<file path="config.mk">
export PLATFORM = sky130hd
export DESIGN_NAME = kronos_if_prefetch
export DESIGN_NICKNAME = d
export VERILOG_FILES = /design/src/rtl/kronos_if_prefetch.sv
export SDC_FILE = /design/constraint.sdc
export NUM_CORES = 1
export LEC_CHECK = 0
export BUFFER_PORTS_ARGS = -buffer_cell sky130_fd_sc_hd__buf_4
export CAP_MARGIN = 15
export CORE_UTILIZATION = 57
export DETAILED_ROUTE_END_ITERATION = 8
export HOLD_SLACK_MARGIN = 0.1
export PLACE_DENSITY = 0.85
export SYNTH_ARGS = -nofsm -noshare
export SYNTH_HDL_FRONTEND = slang
export SYNTH_SLANG_ARGS = --single-unit
</file>
<file path="constraint.sdc">
create_clock -name clk -period 3.6 [get_ports clk]
set_input_delay 0.36 -clock clk [delete_from_list [all_inputs] [get_ports clk]]
set_output_delay 0.36 -clock clk [all_outputs]
set_load 0.005 [all_outputs]
</file>
<file path="src/rtl/kronos_if_prefetch.sv">
// Kronos RV32I instruction fetch with a DEPTH-entry prefetch queue feeding the IF/ID handshake.
// Define KRONOS_IF_MISALIGN_EN to turn misaligned branch targets into a fault entry plus HALT.
module kronos_if_prefetch #(
  parameter logic [31:0] PC_START = 32'h0,
  parameter int unsigned DEPTH    = 4
) (
  input  logic                         clk,
  input  logic                         rstz,
  output logic [31:0]                  instr_addr,
  output logic                         instr_req,
  input  logic [31:0]                  instr_data,
  input  logic                         instr_gnt,
  output logic [63:0]                  fetch,  // pipeIFID_t {pc[63:32], ir[31:0]}
  output logic                         fetch_err,
  output logic                         pipe_out_vld,
  input  logic                         pipe_out_rdy,
  output logic [$clog2(DEPTH+1)-1:0]   fifo_count,
  input  logic [31:0]                  branch_target,
  input  logic                         branch
);

  localparam int unsigned PtrW = $clog2(DEPTH);
  localparam int unsigned CntW = $clog2(DEPTH + 1);

  typedef enum logic [1:0] {StInit, StRun, StHalt} state_e;

  state_e            state_q, state_d;
  logic [31:0]       pc_q;
  logic [PtrW-1:0]   head_q, tail_q;
  logic [CntW-1:0]   count_q;
  logic [63:0]       mem_q [DEPTH];
  logic              push, pop;
  logic [31:0]       target;
  logic              misalign;

`ifdef KRONOS_IF_MISALIGN_EN
  logic [DEPTH-1:0]  err_q;

  assign target   = branch_target;
  assign misalign = branch & (|branch_target[1:0]);
`else
  logic              unused_target_lsb;

  assign target            = {branch_target[31:2], 2'b00};
  assign misalign          = 1'b0;
  assign unused_target_lsb = ^branch_target[1:0];
`endif

  // State register
  always_ff @(posedge clk) begin
    if (!rstz) begin
      state_q <= StInit;
    end else begin
      state_q <= state_d;
    end
  end

  // Next state; a branch overrides every other transition
  always_comb begin
    state_d = state_q;
    unique case (state_q)
      StInit:  state_d = StRun;
      StRun:   state_d = StRun;
      StHalt:  state_d = StHalt;
      default: state_d = StInit;
    endcase
    if (branch) begin
      state_d = misalign ? StHalt : StRun;
    end
  end

  // Outputs
  always_comb begin
    instr_addr   = pc_q;
    fifo_count   = count_q;
    pipe_out_vld = (count_q != '0);
    fetch        = mem_q[head_q];
    pop          = pipe_out_vld & pipe_out_rdy;
    // A pop this cycle frees the slot the push will land in, so full is not a stall
    instr_req    = (state_q == StRun) & ~branch & ((count_q < CntW'(DEPTH)) | pop);
    push         = instr_req & instr_gnt;
  end

`ifdef KRONOS_IF_MISALIGN_EN
  assign fetch_err = pipe_out_vld & err_q[head_q];
`else
  assign fetch_err = 1'b0;
`endif

  // Queue control and program counter
  always_ff @(posedge clk) begin
    if (!rstz) begin
      pc_q    <= PC_START;
      head_q  <= '0;
      tail_q  <= '0;
      count_q <= '0;
    end else if (branch) begin
      pc_q   <= target;
      head_q <= '0;
      if (misalign) begin
        tail_q  <= PtrW'(1);
        count_q <= CntW'(1);
      end else begin
        tail_q  <= '0;
        count_q <= '0;
      end
    end else begin
      if (push) begin
        pc_q   <= pc_q + 32'd4;
        tail_q <= tail_q + 1'b1;
      end
      if (pop) begin
        head_q <= head_q + 1'b1;
      end
      if (push && !pop) begin
        count_q <= count_q + 1'b1;
      end else if (pop && !push) begin
        count_q <= count_q - 1'b1;
      end
    end
  end

  // Queue storage; contents need no reset because count gates validity
  always_ff @(posedge clk) begin
    if (branch) begin
      if (misalign) begin
        mem_q[0] <= {target, 32'h0};
      end
    end else if (push) begin
      mem_q[tail_q] <= {pc_q, instr_data};
    end
  end

`ifdef KRONOS_IF_MISALIGN_EN
  always_ff @(posedge clk) begin
    if (branch) begin
      if (misalign) begin
        err_q[0] <= 1'b1;
      end
    end else if (push) begin
      err_q[tail_q] <= 1'b0;
    end
  end
`endif

endmodule
</file>
== After elaboration in Yosys (flattened, before gate mapping) ==
Memories as Yosys holds them, arrays and structs flattened. A register that Yosys moved wholly into a read port is not among the register bits.
Index checks and enable logic that the tools add are counted.
Storage, ports and cells
  input port bits: 69
  RAM bits: 256
  output and inout port bits: 102
  logic and storage cells: 44
  memories kept: 1
  bits in registers: 41
Memory list
  mem_q: depth 4, width 64, read ports 1, clocked after memory_dff 1, wr ports 1, line 31  | logic [63:0] mem_q [DEPTH];
Operators by class
  reductions and logical operators: 10
  order comparisons: 1
  add/subtract/negate cells: 5
  eq/ne operators: 2
  bitwise logic cells: 7
  muxes and demuxes: 11
Operators by type and width (count)
  $mux 32: 2
  $add 32x3->32 const B: 1
  $mux 3: 2
  $add 2x1->2 const B: 2
  $and 1x1->1: 4
  $mux 1: 4
  $mux 2: 2
  $pmux 2 s2: 1
  $reduce_bool 2->1: 2
  $reduce_or 2->1: 2
  $add 3x1->3 const B: 1
  $lt 3x3->1 const B: 1
  $reduce_bool 3->1: 1
  $sub 3x1->3 const B: 1
  $eq 2x1->1 const B: 1
  $eq 2x2->1 const B: 1
  $logic_and 1x1->1: 2
  $logic_not 1->1: 2
  $logic_not 2->1: 1
  $not 1->1: 2
  $or 1x1->1: 1

== Depth between registers and ports, before layout ==
Gate-level depths: netlist (run 1).
  depth in word-level cells: 9
  gate-level depth with buffers: 11

== Worst setup path after synthesis (run 1) ==
No wires, ideal clock.
  path type: input -> register
  start: input port instr_gnt
  end: memory mem_q[0][0], enable pin
  setup time: 427 ps
  cell stages on the path: 3
  required time: 3173 ps
  data arrival time: 2289 ps
  setup slack: 884 ps
  path through: nor4bb_1 -> buf_2 -> and3_1
Between the ends
  word-level cells in the longest chain between the ends: 4
Ends and longest elaborated chain
  from (decl): line 12  | input logic instr_gnt,
  $and 1x1->1: line 81  | push = instr_req & instr_gnt;
  $mux 1: line 129  | end else if (push) begin
  $mux 1: line 125  | if (branch) begin
  $mux 1 (not written as such): line 130  | mem_q[tail_q] <= {pc_q, instr_data};
  to (decl): line 31
Every way passes these cells.

==> run summary, run 1 <==
synth unique cells = 51
Clock transition at path regs = 60 ps
Peak supply drop = 0.3124 mV
vias in the first global route = 6,825
WP data arrival = 2420 ps
Layout Skew = 12.91 ps
minimum clock period = 2781 ps
Post-synth EDFFs = 248
MaxCap Viol Count = 0
core area = 0.01953 mm2
vias per cell = 5.926
Die H = 143.2 um
FP Rows = 51
Post-CTS Setup Bufs = 0
Crit. End Element = output port
layout net count = 917
Clock Latency Late Sink = 530 ps
status = finished clean
CTS tree = done
Max Clock Freq = 359.6 MHz
Leak = 4.893 nW
PostCTS Resize Cnt = 0
CTS Hold Bufs = 41
Worst Max-Slew Pin Slew = 986.0 ps
final RePlAce weighted congestion = 0.8785
Setup TNS Final = 0 ps
initial antenna violation count = 0
Final Util = 72.56%
GRT Residual Overflow = 0
worst-path fanout max = 34
RSZ-0062 raised after global routing = false
global-route usage over all layers = 24.32%
WS Path Type = flop to output port
Cells after Synth = 640
antenna diode count = 0
yosys warns = 0
share of layout cells above drive strength 1 = 34.11%
first-pass GRT wire length = 37,310 um
Die W = 143.2 um
power per cell area = 508.7 mW/mm2
htree depth = 1
endpoints failing hold = 0
post-route cell area = 0.01417 mm2
CTS Root Cell = clkbuf_16
TritonRoute pass-1 iters = 6
Final setup viols = 0
port bufs = 163
Sink Count = 289
Worst EP required = 3240 ps
area grow syn2layout = 24.75%
dpl hpwl = 13,890 um
Area after DPL = 0.01278 mm2
Final ANT Viol Nets = 0
Mapped Avg Cell Area = 17.75 um2
final non-filler cell total = 1,127
Top FF cell, synth = edfxtp_1
Final period util = 77.25%
slew margin rel. = 34.26%
Max Slew Vio Count = 0
total power = 7.207 mW
part of the Yosys area used for sequential elements = 72.80%
Placed Instances = 1,035
worst hold path type = primary input to flop
Wirelength per Cell = 21.78 um
number of synthesized register bits = 289
Vias = 6,679
CP startpoint kind = flop
DRC = 0
largest net degree at the start of global routing = 63
die area = 0.02049 mm2
Async S/R FF share, synth = 0%
Post-Route WL = 24,550 um
DRT iter0 DRCs = 691
CTS Buffer Depth = 3
Initial Util = 58.16%
Inserted Clock Buffers = 28
commonest cells after routing, fill and taps aside = edfxtp_1, buf_4, mux4_2
Mapped Area = 0.01136 mm2
most common cell after layout, fill and taps aside = edfxtp_1
# IOs = 171
## power by group
group	switching, mW	leakage (nW)	internal, mW
Sequential	0.0715	2.60	3.69
Clock	1.19	0.492	1.88
Combinational	0.168	1.80	0.217
## cells in the mapped netlist (all sizes together) (2+ instances only)
cell      n  share of area (%)
inv       8               0.26
a21oi    37                1.6
and2      7               0.39
buf      19                1.2
edfxtp  248                 66
mux2i     2               0.18
nand2b    2               0.11
xnor2     4               0.31
xor2      5               0.39
clkbuf   21               0.69
dfxtp    41                7.2
nor4      8               0.57
nand4    12               0.72
mux4     62                 12
o21ai    17               0.75
nor3      7               0.31
nor2     22               0.73
and3     12               0.67
or3       2               0.11
and4      4               0.31
a31oi     7               0.39
nand3    16               0.71
ha        6               0.66
mux2      7               0.69
nand2    43                1.4
o31a      4               0.32
a41oi     2               0.15
or4       2               0.17
## area by class of cell
cell class	instances	area [um2]
Clock buffer	34	774.5
Clock inverter	17	206.4
Fill cell	1209	5358
Inverter	8	30.03
Multi-Input combinational cell	307	2882
Sequential cell	289	8275
Tap cell	265	331.6
Timing Repair Buffer	207	1669
## kinds of logic after synthesis
group / synth area share [%]
flops: 72.80
simple gates: 6.357
compound gates: 3.977
mux: 13.17
buf+inv: 2.137
xor+xnor: 0.6940
fa+ha+maj: 0.8373
other cells: 0.03302
## path summary, 6_finish.rpt
path	from	endpoint	slack [ps]	cells after the start
setup / recovery	flop	fetch[40]	820	3
hold / removal	branch_target[29]	instr_addr[29]	130	3
setup reg to reg	state_q[1]	fifo_count[2]	1000	10
hold reg to reg	state_q[0]	state_q[1]	470	1
## layer usage
metal,vias to the layer above,GRT usage [%],routed length [um]
met4,0,5.999,425
met5,-,0,0
met3,44,4.359,2220
met1,3317,32.04,9568
li1,2955,-,-
met2,363,42.03,12330
## per-stage QoR
stage / worst slack [ps] / hold WS (ps)
after detailed placement: 746.2 / 450.4
after global placement: 801.3 / 424.4
after global routing: 672.8 / 119.0
final: 819.0 / 126.6
after floorplan: 884.3 / 411.8
after CTS: 754.1 / 104.3
## registers in the layout (all words and copies together), names as in the netlist, named ones only
| name | count |
|---|---|
| tail_q | 2 |
| head_q | 2 |
| fifo_count | 3 |
| mem_q | 248 |
| instr_addr | 30 |
| state_q | 2 |
## worst max-delay path: stages, from the launching register on
cell and delay, ps:
dfxtp_4 730, buf_12 350, mux4_2 580, buf_4 160
Power figures use the tool's default switching activity.
==> run 2: changes to the inputs <==
Settings changed: CORE_UTILIZATION 57 to 51, PLACE_DENSITY 0.85 to 0.81.
Clock period 3.6 ns to 2.32 ns, I/O delays scaled along.
==> run 2 against run 1 <==
Against the previous run: setup slack lost 790 ps; routed wire length is 0.76% higher; design area rose by 4.6%; utilization fell by 4.6 points; sequential share of layout area down 2.6 points; clock-buffer cell count is 4 higher; power rose by 55%; sequential power increased by 54%; cell count grew 6.9%; critical path depth is 5 higher; largest cell class unchanged; largest power group unchanged.
==> run summary, run 2 (synthesized netlist as in run 1, its figures left out) <==
slowest stage cell, crit path = or3_4
antenna diode count = 0
CP cell instances = or3_4 > nand2_1 > ha_2 > inv_1 > fa_1 > xor2_1 > or3_1 > a21oi_2
MaxCap Viol Count = 0
die area = 0.02287 mm2
htree depth = 1
Peak supply drop = 0.6151 mV
critical path's top delay family = simple AND/OR/NAND/NOR gates
CTS Root Cell = clkbuf_16
post-route cell area = 0.01482 mm2
worst hold path type = primary input to flop
Final ANT Viol Nets = 0
power per cell area = 752.8 mW/mm2
slew margin rel. = 40.18%
Setup TNS Final = 0 ps
Clock Latency Late Sink = 530 ps
endpoints failing hold = 0
worst-path fanout max = 5
RSZ-0062 raised after global routing = true
Final setup viols = 0
share of layout cells above drive strength 1 = 35.89%
dpl hpwl = 14,770 um
Final period util = 98.81%
WS Path Type = flop to flop
Max Clock Freq = 436.2 MHz
global-route usage over all layers = 21.74%
first-pass GRT wire length = 37,290 um
Inserted Clock Buffers = 29
vias in the first global route = 6,917
Top reg by flops = mem_q
Sink Count = 289
CP startpoint kind = flop
CTS tree = done
TritonRoute pass-1 iters = 6
final RePlAce weighted congestion = 0.8345
Wirelength per Cell = 20.52 um
CP peak stage delay = 410 ps
largest net degree at the start of global routing = 63
minimum clock period = 2292 ps
initial antenna violation count = 0
FP Rows = 54
core area = 0.02182 mm2
Crit. End Element = flop
area grow syn2layout = 30.52%
DRT iter0 DRCs = 614
GRT Residual Overflow = 0
Vias = 6,843
Die H = 151.2 um
hold slack = 149.6 ps
vias per cell = 5.679
Worst EP required = 2780 ps
Clock transition at path regs = 60 ps
Post-Route WL = 24,730 um
Largest register FFs = 248
total power = 11.16 mW
status = finished clean
Max Slew Vio Count = 0
DRC = 0
Fillers = 1,406
Die W = 151.2 um
crit path buf inv count = 1
most common cell after layout, fill and taps aside = edfxtp_1
WP data arrival = 2750 ps
commonest cells after routing, fill and taps aside = edfxtp_1, buf_4, dlygate4sd3_1
layout net count = 979
Leak = 5.182 nW
CTS Buffer Depth = 3
Layout Skew = 11.16 ps
port bufs = 163
Area after DPL = 0.01312 mm2
# IOs = 171
Worst Max-Slew Pin Slew = 896.3 ps
Initial Util = 52.04%
-- run 2: cell types whose count changed in the layout (fill, tap and decap cells not counted), sizes merged --
cell	delta
clkinvlp	+3
clkinv	-5
clkbuf	+5
bufinv	-1
dlygate4sd3	+23
buf	+37
inv	+1
-- run 2: final timing paths --
kind | startpoint | end | slack (ps) | cells after the start
worst max-delay path | fifo_count[2] | fifo_count[2] | 30 | 8
worst min-delay path | branch_target[26] | instr_addr[26] | 150 | 5
worst max register to register | fifo_count[2] | fifo_count[2] | 30 | 8
worst min register to register | state_q[0] | state_q[1] | 490 | 1
-- run 2: what timing repair did --
action / 4_1_cts / 5_1_grt
endpoints found under the hold margin: 161 / 0
cloned: 0 / 1
gates resized for setup: 3 / 4
hold buffers: 64 / 0
endpoints found under the setup margin: 11 / 33
pin swaps: 0 / 2
setup buffers: 0 / 4
-- run 2: worst register-to-register path: cells and delay by family, from the launching register on --
family	cells	cell delay, ps
AND/OR/NAND/NOR	3	860
adder cells (fa/ha/maj)	2	600
flip-flops	1	360
XOR/XNOR	1	170
AO/OA/AOI/OAI	1	160
buffers and inverters	1	60
-- run 2: power breakdown --
group | leakage (nW) | internal, mW | total (mW) | switching (mW)
Sequential | 2.60 | 5.72 | 5.78 | 0.0660
Clock | 0.461 | 2.83 | 4.65 | 1.82
Combinational | 2.12 | 0.405 | 0.723 | 0.318
-- run 2: layout make-up --
class / instances / area (um2) / share of cell area (%)
Clock inverter: 15 / 176.4 / 1.190
Timing Repair Buffer: 268 / 2288 / 15.44
Multi-Input combinational cell: 307 / 2910 / 19.63
Clock buffer: 38 / 789.5 / 5.326
Sequential cell: 289 / 8275 / 55.83
Tap cell: 280 / 350.3 / 2.363
Inverter: 8 / 32.53 / 0.2195
-- run 2: stage by stage --
stage | setup slack, ps | util, % | instances
floorplan | 17.12 | - | 644
global placement | 83.33 | 60.14 | 1083
detailed placement | -37.46 | 60.14 | 1083
CTS | 3.268 | 67.58 | 1200
global route | 0.6810 | 67.92 | 1205
finish | 27.52 | 67.92 | 1205
-- run 2: layer usage --
metal / vias up / global-route usage [%] / routed length [um]
met5: - / 0 / 0
met4: 0 / 6.700 / 569
met3: 41 / 3.886 / 2097
met2: 347 / 36.32 / 12320
met1: 3370 / 29.05 / 9746
li1: 3085 / - / -
